`config.mk`:
```
export PLATFORM = sky130hd
export DESIGN_NAME = fwd_replicator
export DESIGN_NICKNAME = d
export VERILOG_FILES = /design/src/rtl/fwd_replicator.sv
export SDC_FILE = /design/constraint.sdc
export NUM_CORES = 1
export LEC_CHECK = 0
export CORE_ASPECT_RATIO = 1.25
export CORE_UTILIZATION = 32
export DETAILED_ROUTE_END_ITERATION = 16
export DONT_BUFFER_PORTS = 1
export GPL_TIMING_DRIVEN = 0
export PLACE_DENSITY = 0.51
export SLEW_MARGIN = 20
export SYNTH_ARGS = -nofsm -noshare
export SYNTH_HDL_FRONTEND = slang
export SYNTH_SLANG_ARGS = --single-unit
```
`constraint.sdc`:
```
create_clock -name sys_clk -period 2.4 [get_ports sys_clk]
set_input_delay 0 -clock sys_clk [delete_from_list [all_inputs] [get_ports sys_clk]]
set_output_delay 0 -clock sys_clk [all_outputs]
set_load 0.1 [all_outputs]
```
`src/rtl/fwd_replicator.sv`:
```
// fwd_replicator: replicates framed ingress words to the TX-FIFOs selected by a per-frame snapshot mask.
// Optional frame statistics counters are compiled in with FWD_REPLICATOR_STATS_EN.
module fwd_replicator #(
    parameter int PORT_ID = 0,
    parameter int MAX_LEN = 1518
) (
    input  logic        sys_clk,
    input  logic        sys_rst_n,
    input  logic [8:0]  rx_dout,
    input  logic        rx_empty,
    output logic        rx_rd_en,
    input  logic [15:0] cmd_fwd_port,
    input  logic [3:0]  tx_afull,
    output logic [8:0]  tx_din,
    output logic [3:0]  tx_wr_en
`ifdef FWD_REPLICATOR_STATS_EN
    ,
    output logic [15:0] stat_fwd,
    output logic [15:0] stat_drop,
    output logic [15:0] stat_trunc
`endif
);
    typedef enum logic [1:0] {SYNC, IDLE, FWD, DROP} state_t;
    localparam logic [10:0] LEN_MAX = 11'(MAX_LEN);
    state_t      state, state_nx;
    logic [10:0] len, len_nx;
    logic [3:0]  mask, mask_nx, admit, wr_nx;
    logic [8:0]  din_nx;
    logic        vld, trunc, term, drop_ev;
    logic        unused_cmd;
    // Read is gated by reset so nothing is consumed while the block is held in reset.
    assign rx_rd_en   = sys_rst_n & ~rx_empty;
    assign vld        = rx_rd_en;
    assign admit      = cmd_fwd_port[PORT_ID*4 +: 4] & ~tx_afull;
    assign unused_cmd = ^cmd_fwd_port;
    assign trunc      = (state == FWD) && vld && rx_dout[8] && (len == LEN_MAX);
    assign term       = (state == FWD) && vld && (!rx_dout[8] || trunc);
    assign drop_ev    = (state == IDLE) && vld && rx_dout[8] && (admit == 4'h0);
    always_comb begin
        state_nx = state;
        len_nx   = len;
        mask_nx  = mask;
        wr_nx    = 4'h0;
        din_nx   = tx_din;
        case (state)
            SYNC: if (vld && !rx_dout[8]) state_nx = IDLE;
            IDLE: begin
                len_nx = 11'd0;
                if (vld && rx_dout[8]) begin
                    mask_nx  = admit;
                    state_nx = (admit != 4'h0) ? FWD : DROP;
                    wr_nx    = admit;
                    din_nx   = (admit != 4'h0) ? rx_dout : tx_din;
                    len_nx   = (admit != 4'h0) ? 11'd1 : 11'd0;
                end
            end
            FWD: if (vld) begin
                wr_nx    = mask;
                din_nx   = trunc ? 9'h000 : rx_dout;
                len_nx   = (rx_dout[8] && !trunc) ? len + 11'd1 : len;
                state_nx = trunc ? DROP : (rx_dout[8] ? FWD : IDLE);
            end
            default: if (vld && !rx_dout[8]) state_nx = IDLE;
        endcase
    end
    always_ff @(posedge sys_clk or negedge sys_rst_n) begin
        if (!sys_rst_n) begin
            state    <= SYNC;
            len      <= 11'd0;
            mask     <= 4'h0;
            tx_din   <= 9'h000;
            tx_wr_en <= 4'h0;
        end else begin
            state    <= state_nx;
            len      <= len_nx;
            mask     <= mask_nx;
            tx_din   <= din_nx;
            tx_wr_en <= wr_nx;
        end
    end
`ifdef FWD_REPLICATOR_STATS_EN
    always_ff @(posedge sys_clk or negedge sys_rst_n) begin
        if (!sys_rst_n) begin
            stat_fwd   <= 16'h0000;
            stat_drop  <= 16'h0000;
            stat_trunc <= 16'h0000;
        end else begin
            stat_fwd   <= stat_fwd + {15'd0, term & ~&stat_fwd};
            stat_drop  <= stat_drop + {15'd0, drop_ev & ~&stat_drop};
            stat_trunc <= stat_trunc + {15'd0, trunc & ~&stat_trunc};
        end
    end
`else
    logic unused_stats;
    assign unused_stats = term ^ drop_ev;
`endif
endmodule

```
==> results.toml <==
[run_status]
status = "complete, but fails checks"
failed_checks = "hold timing"

[power]
vdd_drop_max_mv = 0.645
power.leakage_nw = 0.970
power.density_nw_per_um2 = 1280
power.total_w = 0.00252

[yosys]
synth-warning-count = 0
ys_types = 40
syn_avg_cell_area_um2 = 9.69
synth-edff-count = 0
ys_async_sr_fraction = 1.00
synth-seq-area-share = 0.467
synth_flop_cell = "dfrtp_1"
syn_nets = 202
synth.top_cell.area_share = 0.467
netlist_area_um2 = 1610
synth_area_leaders = "dfrtp_1, mux2i_1, nand2_1"
yosysTopAreaCell = "dfrtp_1"
ys_ff_latch = 30
syn_inst = 166

[grt]
busiest_layer = "met2"
use_met2 = 0.258
grt_max_degree = 31
grt_overflow_total = 0
grt_usage = 0.146
grtUsageMet1 = 0.163
use_met3 = 0.0365
grt_pass1_wl_um = 5740
grt_pass1_vias = 1257
grt_antenna_before_repair = 0

[setup_path]
r2r-start = "state[1]$_DFFE_PN0P_"
cp_max_fo = 9
crit_path_start = "state[1]$_DFFE_PN0P_"
start_kind = "register"
required_ns = 2.59
crit_type = "reg2reg"
timing.rr.end = "tx_din[5]$_DFFE_PN0P_"
ff2ff_path_depth = 7
r2r_slack_ns = 0.51
cp-end-kind = "register"
critPathArrivalTime_ns = 2.08

[sta]
rsz0062_at_grt = "no"
finalHoldViolations = 1
finalSetupViolations = 0
drv_slew = 0
period_minus_slack_ns = 1.89
fin_crit_sh = 0.789
skew_ns = 0.00538
tightest_slew_ns = 0.941
fin_tns_setup_ns = 0
max_clock_freq_mhz = 528
fin_hold_ws_ns = -0.00100
relSlewSlack = 0.372

[flow_run]
cap_violations = 0

[final_layout]
mostFrequentLayoutCell = "dfrtp_1"
layout_common_cells = "dfrtp_1, nand2_1, inv_1"
diodes = 0
nets = 226
fillers = 457
area_growth_pct = 22.9
fin_area_um2 = 1980
multi_input_area_um2 = 746
final-seq-area_um2 = 751
drive_gt1_frac = 0.0842

[clock_tree]
cts_resized = 0
clk_pin_slew_ns = 0.06
cts_root_buf = "clkbuf_8"
h-tree-depth = 2
insertion_delay_ns = 0.27
numCtsBuffers = 5
cts_tree = "yes"
cts_sinks = 30
cts_setup_buffers = 0
cts.path.max_buffers = 2

[floorplanning]
io_pins = 46
start_util = 0.335
die-area_um2 = 5310
rows = 28
die_height_um = 81.3
die_w_um = 65.4
core_um2 = 4800

[route]
vias = 1283
wirelength_um = 3570
wl_per_cell_um = 14.3
drt-initial-drc-count = 16
ant_nets = 0
vias_per_cell = 5.13
drt_first_pass_iters = 4
post-route-drc-count = 0

[min_path]
hp-class = "in2reg"
min_delay_worst_endpoint = "mask[3]$_DFFE_PN0P_"
min_from = "tx_afull[3]"
min_delay_path_depth = 2

[place]
gp_congestion = 0.773
dp_hpwl_um = 2530
io_buffers = 0
dpl-instance-area_um2 = 1680
## routing by layer
metal  vias up  routed length, um
met1       614               1450
met2        30               1920
li1        632                  -
met4         0                 68
met3         7                129
met5         -                  0
## registers in the layout (all words and copies together) (netlist names)
name / count
len: 11
tx_din: 9
mask: 4
tx_wr_en: 4
state: 2
## how the worst max path moves through the flow
stage                            end  slack, ns  depth (start not counted)
6_report       tx_din[5]$_DFFE_PN0P_       0.51                          7
5_1_grt        tx_din[6]$_DFFE_PN0P_       0.35                          7
4_1_cts        tx_din[3]$_DFFE_PN0P_       0.46                          7
3_5_place_dp   tx_din[2]$_DFFE_PN0P_       0.48                          7
3_3_place_gp   tx_din[7]$_DFFE_PN0P_       0.57                          7
2_1_floorplan     len[4]$_DFFE_PN0P_       0.68                          7
## cell usage after synthesis (all sizes together) (4+ instances only)
cell type and n:
mux2i 9, o21ai 7, nand2b 7, nand3 4, o211ai 5, o31ai 4, nand4 5, nor2 8
dfrtp 30, nand2 23, a31oi 4, ha 4, buf 5, inv 17
## cell families after synthesis
family	count (synthesis)	share of synthesized area
adder cells (fa/ha/maj)	4	0.0311
flip-flops	30	0.467
AND/OR/NAND/NOR	61	0.201
AO/OA/AOI/OAI	34	0.153
XOR/XNOR	3	0.0163
multiplexers	10	0.0630
buffers and inverters	24	0.0693
## report_power, final
part           switching (W)  leakage [nW]  total (W)  internal [W]
Clock               0.000177        0.0573   0.000509      0.000332
Sequential          0.000716         0.387    0.00135      0.000636
Combinational       0.000370         0.525   0.000663      0.000293
Total                0.00126         0.970    0.00252       0.00126
## layout make-up
type / count / share of cell area
sequential: 30 / 0.380
multi-input combinational: 112 / 0.377
timing repair buffer: 17 / 0.0912
clock buffer: 6 / 0.0418
tap: 60 / 0.0380
inverter: 17 / 0.0323
buffer: 7 / 0.0241
clock inverter: 1 / 0.0152
## worst max-delay path: stages, from the launching register on
cell,delay [ns]
dfrtp_1,0.41
inv_1,0.07
ha_1,0.14
clkbuf_1,0.30
nand2b_1,0.13
a31oi_1,0.21
buf_2,0.30
mux2i_1,0.24
## metrics by stage
| stage | worst slack [ns] | util | std cells |
|---|---|---|---|
| after floorplan | 0.682 | - | 166 |
| after global placement | 0.567 | 0.351 | 226 |
| after detailed placement | 0.476 | 0.351 | 226 |
| after CTS | 0.456 | 0.412 | 250 |
| after global routing | 0.346 | 0.412 | 250 |
| final | 0.508 | 0.412 | 250 |
## what timing repair did
item | in CTS | in global routing
hold buffers | 17 | 0
hold endpoints to repair | 44 | 0
endpoints found under the setup margin | 0 | 0
Note: power is estimated with default switching activity, not from simulation.
